### config.mk
export PLATFORM = sky130hd
export DESIGN_NAME = sdram_host_bridge_flat
export DESIGN_NICKNAME = d
export VERILOG_FILES = /design/src/rtl/sdram_host_bridge_if.sv /design/src/rtl/sdram_host_bridge.sv /design/src/flat_wrapper.sv
export SDC_FILE = /design/constraint.sdc
export NUM_CORES = 1
export LEC_CHECK = 0
export BUFFER_PORTS_ARGS = -buffer_cell sky130_fd_sc_hd__buf_2
export CAP_MARGIN = 5
export CORE_MARGIN = 2
export CORE_UTILIZATION = 35
export DETAILED_ROUTE_END_ITERATION = 8
export GPL_TIMING_DRIVEN = 1
export PLACE_DENSITY = 0.71
export SLEW_MARGIN = 10
export SYNTH_ARGS = -nofsm -noshare
export SYNTH_HDL_FRONTEND = slang
export SYNTH_SLANG_ARGS = --single-unit
### constraint.sdc
create_clock -name clk -period 1.55 [get_ports clk]
set_input_delay 0.155 -clock clk [delete_from_list [all_inputs] [get_ports clk]]
set_output_delay 0.155 -clock clk [all_outputs]
set_load 0.03 [all_outputs]
### src/rtl/sdram_host_bridge_if.sv
// Host-side request/response bus of the SDRAM host bridge: one 32-bit word
// request in, one response out per request.
interface sdram_host_bridge_if #(
  parameter int HADDR_WIDTH = 24
);
  logic                   req_valid;
  logic                   req_ready;
  logic                   req_we;
  logic [HADDR_WIDTH-2:0] req_addr;
  logic [31:0]            req_wdata;
  logic                   rsp_valid;
  logic [31:0]            rsp_rdata;
  logic                   rsp_err;

  modport master (
    output req_valid, req_we, req_addr, req_wdata,
    input  req_ready, rsp_valid, rsp_rdata, rsp_err
  );

  modport slave (
    input  req_valid, req_we, req_addr, req_wdata,
    output req_ready, rsp_valid, rsp_rdata, rsp_err
  );
endinterface

### src/rtl/sdram_host_bridge.sv
// Splits 32-bit host word requests into two 16-bit accesses on the SDRAM
// controller's enable/busy handshake and reassembles one response per request.
module sdram_host_bridge #(
  parameter int HADDR_WIDTH = 24,
  parameter int ACK_TIMEOUT = 16
) (
  input  logic                   clk,
  input  logic                   rst_n,
  sdram_host_bridge_if.slave     host,
  output logic [HADDR_WIDTH-1:0] sdram_haddr,
  output logic [15:0]            sdram_wdata,
  input  logic [15:0]            sdram_rdata,
  input  logic                   sdram_busy,
  output logic                   sdram_rd_enable,
  output logic                   sdram_wr_enable
);
  localparam int CNT_W = $clog2(ACK_TIMEOUT + 1);
  localparam logic [CNT_W-1:0] ACK_MAX = CNT_W'(ACK_TIMEOUT);

  localparam logic [2:0] IDLE         = 3'd0;
  localparam logic [2:0] ISSUE_LO     = 3'd1;
  localparam logic [2:0] WAIT_ACK_LO  = 3'd2;
  localparam logic [2:0] WAIT_DONE_LO = 3'd3;
  localparam logic [2:0] ISSUE_HI     = 3'd4;
  localparam logic [2:0] WAIT_ACK_HI  = 3'd5;
  localparam logic [2:0] WAIT_DONE_HI = 3'd6;
  localparam logic [2:0] RESP         = 3'd7;

  logic [2:0]             state;
  logic                   we_q;
  logic [HADDR_WIDTH-2:0] addr_q;
  logic [31:0]            wdata_q;
  logic [31:0]            rdata_q;
  logic                   err_q;
  logic [CNT_W-1:0]       ack_cnt;
  logic                   issue_hi;
  logic                   ack_hi;

  function automatic logic [CNT_W-1:0] sat_inc(input logic [CNT_W-1:0] v);
    return (v == ACK_MAX) ? v : v + CNT_W'(1);
  endfunction

  assign issue_hi = (state == ISSUE_HI);
  assign ack_hi   = (state == WAIT_ACK_HI);

  assign host.req_ready = (state == IDLE);
  assign host.rsp_valid = (state == RESP);
  assign host.rsp_rdata = rdata_q;
  assign host.rsp_err   = err_q;

  always_ff @(posedge clk or negedge rst_n) begin
    if (!rst_n) begin
      state           <= IDLE;
      we_q            <= 1'b0;
      addr_q          <= '0;
      wdata_q         <= '0;
      rdata_q         <= '0;
      err_q           <= 1'b0;
      ack_cnt         <= '0;
      sdram_haddr     <= '0;
      sdram_wdata     <= '0;
      sdram_rd_enable <= 1'b0;
      sdram_wr_enable <= 1'b0;
    end else begin
      // Enables default low so every strobe lasts exactly one cycle.
      sdram_rd_enable <= 1'b0;
      sdram_wr_enable <= 1'b0;
      case (state)
        IDLE: begin
          if (host.req_valid) begin
            we_q    <= host.req_we;
            addr_q  <= host.req_addr;
            wdata_q <= host.req_wdata;
            state   <= ISSUE_LO;
          end
        end
        ISSUE_LO, ISSUE_HI: begin
          // A busy controller here is usually refresh; wait it out silently.
          if (!sdram_busy) begin
            sdram_haddr     <= {addr_q, issue_hi};
            sdram_wdata     <= issue_hi ? wdata_q[31:16] : wdata_q[15:0];
            sdram_rd_enable <= !we_q;
            sdram_wr_enable <= we_q;
            ack_cnt         <= '0;
            state           <= issue_hi ? WAIT_ACK_HI : WAIT_ACK_LO;
          end
        end
        WAIT_ACK_LO, WAIT_ACK_HI: begin
          if (sdram_busy) begin
            state <= ack_hi ? WAIT_DONE_HI : WAIT_DONE_LO;
          end else begin
            ack_cnt <= sat_inc(ack_cnt);
            if (sat_inc(ack_cnt) == ACK_MAX) begin
              err_q <= 1'b1;
              state <= RESP;
            end
          end
        end
        WAIT_DONE_LO: begin
          if (!sdram_busy) begin
            if (!we_q) rdata_q[15:0] <= sdram_rdata;
            state <= ISSUE_HI;
          end
        end
        WAIT_DONE_HI: begin
          if (!sdram_busy) begin
            if (!we_q) rdata_q[31:16] <= sdram_rdata;
            state <= RESP;
          end
        end
        RESP: begin
          err_q <= 1'b0;
          state <= IDLE;
        end
        default: state <= IDLE;
      endcase
    end
  end
endmodule

### src/flat_wrapper.sv
// flat-port wrapper written by rule: the top's interface ports become plain ports
module sdram_host_bridge_flat 
#(
  parameter int HADDR_WIDTH = 24,
  parameter int ACK_TIMEOUT = 16
)
  (clk, rst_n, sdram_haddr, sdram_wdata, sdram_rdata, sdram_busy, sdram_rd_enable, sdram_wr_enable, host_req_valid, host_req_we, host_req_addr, host_req_wdata, host_req_ready, host_rsp_valid, host_rsp_rdata, host_rsp_err);
  sdram_host_bridge_if #(.HADDR_WIDTH(HADDR_WIDTH)) host_i ();
  input  logic clk;
  input  logic rst_n;
  output logic [HADDR_WIDTH-1:0] sdram_haddr;
  output logic [15:0] sdram_wdata;
  input  logic [15:0] sdram_rdata;
  input  logic sdram_busy;
  output logic sdram_rd_enable;
  output logic sdram_wr_enable;
  input wire logic [$bits(host_i.req_valid)-1:0] host_req_valid;
  input wire logic [$bits(host_i.req_we)-1:0] host_req_we;
  input wire logic [$bits(host_i.req_addr)-1:0] host_req_addr;
  input wire logic [$bits(host_i.req_wdata)-1:0] host_req_wdata;
  output wire logic [$bits(host_i.req_ready)-1:0] host_req_ready;
  output wire logic [$bits(host_i.rsp_valid)-1:0] host_rsp_valid;
  output wire logic [$bits(host_i.rsp_rdata)-1:0] host_rsp_rdata;
  output wire logic [$bits(host_i.rsp_err)-1:0] host_rsp_err;
  assign host_i.req_valid = host_req_valid;
  assign host_i.req_we = host_req_we;
  assign host_i.req_addr = host_req_addr;
  assign host_i.req_wdata = host_req_wdata;
  assign host_req_ready = host_i.req_ready;
  assign host_rsp_valid = host_i.rsp_valid;
  assign host_rsp_rdata = host_i.rsp_rdata;
  assign host_rsp_err = host_i.rsp_err;
  sdram_host_bridge #(.HADDR_WIDTH(HADDR_WIDTH), .ACK_TIMEOUT(ACK_TIMEOUT)) u_core (.clk(clk), .rst_n(rst_n), .host(host_i), .sdram_haddr(sdram_haddr), .sdram_wdata(sdram_wdata), .sdram_rdata(sdram_rdata), .sdram_busy(sdram_busy), .sdram_rd_enable(sdram_rd_enable), .sdram_wr_enable(sdram_wr_enable));
endmodule
* Yosys cells after proc, flatten, opt, wreduce, memory -nomap -nowiden
Cells that the tools add are included.
Operators by class: eq/ne operators 16, reductions and logical operators 13, add/sub/neg operators 1, bitwise operators 2, muxes and demuxes 21
Operators by type and width (number):
- 3-bit two-way mux | 8
- 3-bit case mux with 6 select lines | 1
- 16-bit two-way mux | 1
- 5-bit two-way mux | 3
- 3-bit equality test (second input constant) | 4
- 3-bit AND reduction | 4
- 5-bit equality test (second input constant) | 2
- 2-bit inequality test (second input constant) | 5
- 5-bit case mux with 2 select lines | 1
- 3-bit by 2-bit equality test with 1-bit output (second input constant) | 2
- 1-bit two-way mux | 6
- 5-bit by 1-bit adder with 5-bit output (second input constant) | 1
- 5-bit AND reduction | 1
- 2-bit AND reduction | 2
- 2-bit nonzero test | 2
- 2-bit OR reduction | 2
- 3-bit by 1-bit equality test with 1-bit output (second input constant) | 1
- 3-bit logical NOT | 1
- 3-bit by 2-bit inequality test with 1-bit output (second input constant) | 1
- 2-bit by 1-bit inequality test with 1-bit output (second input constant) | 1
- 1-bit NOT | 2
- 1-bit case mux with 2 select lines | 1
- 1-bit logical NOT | 1
Word-level totals: output and inout port bits 77, logic and storage cells 65, register bits 139, input port bits 76

* Depth between registers and ports, before layout
depth in word-level cells 6, mapped depth 7, depth with buffers taken out 6

* Worst setup path before layout
Ideal clock, no wire load.
path type register -> register, from register u_core.state[0], to register u_core.wdata_q[10], period minus slack after synthesis 1.839 ns, path buffers 3, setup time 0.125 ns, arrival 1.714 ns, data required time 1.425 ns, slack -0.289 ns, stages on the path, launching flop included 7, cell sequence dfrtp_1 > buf_4 > nor3_4 > and2_2 > buf_6 > buf_6 > mux2_2
On the way: cells in the longest elaborated chain, start to end 2
RTL lines:
- start: declaration | line sdram_host_bridge.sv:29 | logic [2:0] state;
- start signal: assignment | line sdram_host_bridge.sv:85 | state <= issue_hi ? WAIT_ACK_HI : WAIT_ACK_LO;
- start signal: assignment | line sdram_host_bridge.sv:90 | state <= ack_hi ? WAIT_DONE_HI : WAIT_DONE_LO;
- 3-bit logical NOT
- named net host_req_ready | line flat_wrapper.sv:21 | output wire logic [$bits(host_i.req_ready)-1:0] host_req_ready;
- 2-bit AND reduction (no source line)
- end signal: assignment | line sdram_host_bridge.sv:73 | wdata_q <= host.req_wdata;
- end: declaration | line sdram_host_bridge.sv:32 | logic [31:0] wdata_q;
The timed path passes the listed nets, and every way through them passes these cells. A chain may end at the register's enable or synchronous reset.

* Worst setup path after layout
from register u_core.ack_cnt[1], to register u_core.state[2]
On the way: cells in the longest elaborated chain, start to end 5, elaborated cells on any way between the ends 6, classes of those cells add/sub (1); eq/ne (3); mux (1); reduce/logical (1)
RTL lines:
- start: declaration | line sdram_host_bridge.sv:35 | logic [CNT_W-1:0] ack_cnt;
- start signal: assignment | line sdram_host_bridge.sv:92 | ack_cnt <= sat_inc(ack_cnt);
- 5-bit by 1-bit adder with 5-bit output or 5-bit equality test (tied branches) | line sdram_host_bridge.sv:40 | return (v == ACK_MAX) ? v : v + CNT_W'(1);
- 5-bit two-way mux (*) | line sdram_host_bridge.sv:40
- 5-bit equality test (*) | line sdram_host_bridge.sv:93 | if (sat_inc(ack_cnt) == ACK_MAX) begin
- 3-bit by 2-bit inequality test with 1-bit output (no source line) (*)
- 5-bit AND reduction (no source line) (*)
Every way passes the cells marked *; elsewhere a longest branch is shown, timed or not.

==> run_results.csv <==
group,metric,value,unit
floorplanning,start_util,35.92,%
floorplanning,die_area,17340,um^2
synth,yosysTopAreaCell,"dfrtp_1",
sta,worstMarginPinSlew,0.3903,ns
sta,setup_tns,-3.405,ns
sta,setup_ws,-0.1056,ns
placed_design,dpl.hpwl,8.800,mm
cts,clk_pin_slew,0.05,ns
cells_and_area,area_delta_synth_final,60.67,%
cells_and_area,diodes,0,
outcome,violations,"setup timing",
detailed_routing,wl_per_cell,17.40,um
detailed_routing,first_pass_iters,4,
synth,ys_types,48,
detailed_routing,drt_drc_violations_left,0,
cells_and_area,fin_nets,750,
placed_design,placed_area,7067,um^2
cells_and_area,multiInputGateArea,2496,um^2
sta,slew_headroom,73.98,%
floorplanning,die_y,131.7,um
critical_path,start_kind,"flip-flop",
cts,tritoncts,"yes",
power,cellPowerDensity,2141,nW/um^2
global_routing,track_usage,17.24,%
synth,synth-main-ff-cell,"dfrtp_1",
synth,synth_cells,391,
sta,fin_skew,0.007939,ns
cts,cts_root_buf,"clkbuf_16",
synth,yosys_warnings,0,
synth,synth_most_common_cell,"dfrtp_1",
synth,synth_edf_count,0,
power,p_total,19.63,mW
floorplanning,die_x,131.7,um
cells_and_area,finish.instance_area,9169,um^2
sta,hold_slack,0.2254,ns
power,p_leak,4.377,nW
global_routing,grt_pass1_wl,23.74,mm
critical_path,end_kind,"flip-flop",
critical_path,cpPeakStageDelay,0.41,ns
synth,async_flop_share,100.0,%
sta,fin_crit,1.656,ns
cells_and_area,seq_area,3482,um^2
sta,finalHoldViolCount,0,
sta,max_freq,604.0,MHz
cts,insertion_delay,0.41,ns
synth,synth_nets,469,
detailed_routing,drt_iter0_drc,166,
cts,clock-sinks,139,
outcome,outcome,"complete, but fails checks",
critical_path,cp.required,1.86,ns
global_routing,overflow,0,
detailed_routing,vias_per_cell,4.737,
power,ir_drop,1.178,mV
global_routing,grt_pass1_vias,4685,
floorplanning,core_area,15890,um^2
global_routing,antenna_found_initial,0,
global_routing,grt_max_degree,44,
synth,synth_common_cells,"139 x dfrtp_1, 109 x mux2_2, 21 x nand2_1, 17 x mux2i_1, 16 x o21ai_0",
placed_design,dp_slack,-0.2131,ns
synth,ys_ff_latch,139,
cts,clk_path_buf_depth,2,
critical_path,worstSetupPathType,"flip-flop to flip-flop",
cts,numCtsBuffers,17,
floorplanning,rows,46,
detailed_routing,vias,4263,
flow_run,drv_cap,0,
sta,min_period_over_period,106.8,%
sta,rsz0062_at_grt,"yes",
hold_path,hold_class,"input pin to asynchronous set/reset pin",
cts,htreeDepth,4,
critical_path,crit_path_max_fanout,4,
floorplanning,io-pin-count,153,
sta,setup_viol,102,
detailed_routing,wl,15.66,mm
detailed_routing,ant_nets,0,
critical_path,critPathArrivalTime,1.97,ns
cells_and_area,drive_gt1_share,55.56,%
synth,synth.area.top_cells,"dfrtp_1 61%, mux2_2 22%, mux2i_1 3.0%",
cells_and_area,filler_cell_count,1264,
placed_design,io_buffer_count,152,
synth,synth_top_area_share,60.95,%
critical_path,crit_chain,"inv_2 -> ha_4 -> and4bb_2 -> mux2i_1 -> o221ai_2 -> a211oi_2",
synth,synth_area,5707,um^2
synth,avgSynthCellArea,14.60,um^2
sta,final_max_slew_viol_count,0,
synth,seq_area_frac_synth,60.95,%
critical_path,critPathSlowestCell,"dfrtp_1",
placed_design,globalplace.congestion,0.7640,
registers in the layout, summed over array words and instances, names as in the netlist:
signal,cells
u_core.we_q,1
u_core.sdram_wdata,16
u_core.ack_cnt,5
u_core.sdram_wr_enable,1
u_core.addr_q,23
u_core.sdram_rd_enable,1
u_core.host.rsp_rdata,32
u_core.state,3
u_core.sdram_haddr,24
u_core.wdata_q,32
u_core.host.rsp_err,1
worst paths after layout:
path,from,slack [ns],end,cells after the start
setup / recovery,u_core.ack_cnt[1]$_DFFE_PN0P_,-0.11,u_core.state[2]$_DFFE_PN0P_,6
hold / removal,rst_n,0.23,u_core.host.rsp_rdata[21]$_DFFE_PN0P_,2
setup reg to reg,u_core.ack_cnt[1]$_DFFE_PN0P_,-0.11,u_core.state[2]$_DFFE_PN0P_,6
hold reg to reg,u_core.sdram_wdata[15]$_DFFE_PN0P_,0.48,u_core.sdram_wdata[15]$_DFFE_PN0P_,2
max in group asynchronous,rst_n,0.74,u_core.wdata_q[29]$_DFFE_PN0P_,3
min in group clk,sdram_busy,0.23,u_core.state[1]$_DFFE_PN0P_,3
metal layers:
metal | up-vias | routed length, um | track usage, %
li1 | 1951 | - | -
met1 | 2160 | 6575 | 19.94
met3 | 30 | 640 | 4.745
met2 | 122 | 8080 | 29.87
met4 | 0 | 361 | 7.609
met5 | - | 0 | 0
per-stage QoR:
stage	utilization (%)	std cells
floorplan	-	391
global placement	44.49	770
detailed placement	44.49	770
CTS	55.20	887
global route	57.72	900
finish	57.72	900
cell type report:
type	count	share of cell area (%)
clock inverters	9	0.7915
clock buffers	22	5.063
well taps	216	2.948
repair buffers	285	25.75
inverters	6	0.2456
flip-flops and latches	139	37.98
multi-input cells	223	27.22
kinds of logic after synthesis:
logic type | Yosys count | synth area share [%]
adders and majority gates | 2 | 0.4384
and+or+nand+nor | 49 | 4.955
AOI/OAI and AO/OA | 42 | 4.670
xor gates and xnor gates | 2 | 0.3070
buffers and inverters | 29 | 3.793
DFF | 139 | 60.95
muxes | 128 | 24.88
timing repair:
item | in CTS | in global routing
hold endpoints to repair | 141 | 0
setup buffers | 8 | 7
cloned | 5 | 7
pin swaps | 7 | 14
hold buffers | 73 | 0
setup endpoints to repair | 112 | 135
resized for setup | 61 | 53
worst max-delay path, delay by kind of cell (launching register included):
family,cells,cell delay [ns]
compound gates,2,0.44
buf+inv,1,0.09
simple gates,1,0.26
flops,1,0.41
fa+ha+maj,1,0.13
mux,1,0.24
power breakdown:
part           internal [mW]  leakage, nW  total [mW]  switching [mW]
clock                   2.26        0.269        3.69            1.43
combinational           4.84         2.42        9.42            4.58
sequential              5.42         1.69        6.51            1.10
cell usage in the layout, fill, tap and decap left out, types with 5 or more instances in the layout:
master	n
a21oi_1	5
buf_12	13
buf_2	149
buf_4	24
buf_6	15
clkbuf_16	23
clkinv_2	7
dfrtp_1	136
dlygate4sd3_1	73
mux2_2	15
mux2_4	96
mux2i_1	16
nand2_1	20
nor2_1	5
o21ai_0	8
o21ai_1	11
(Power assumes the default switching activity.)
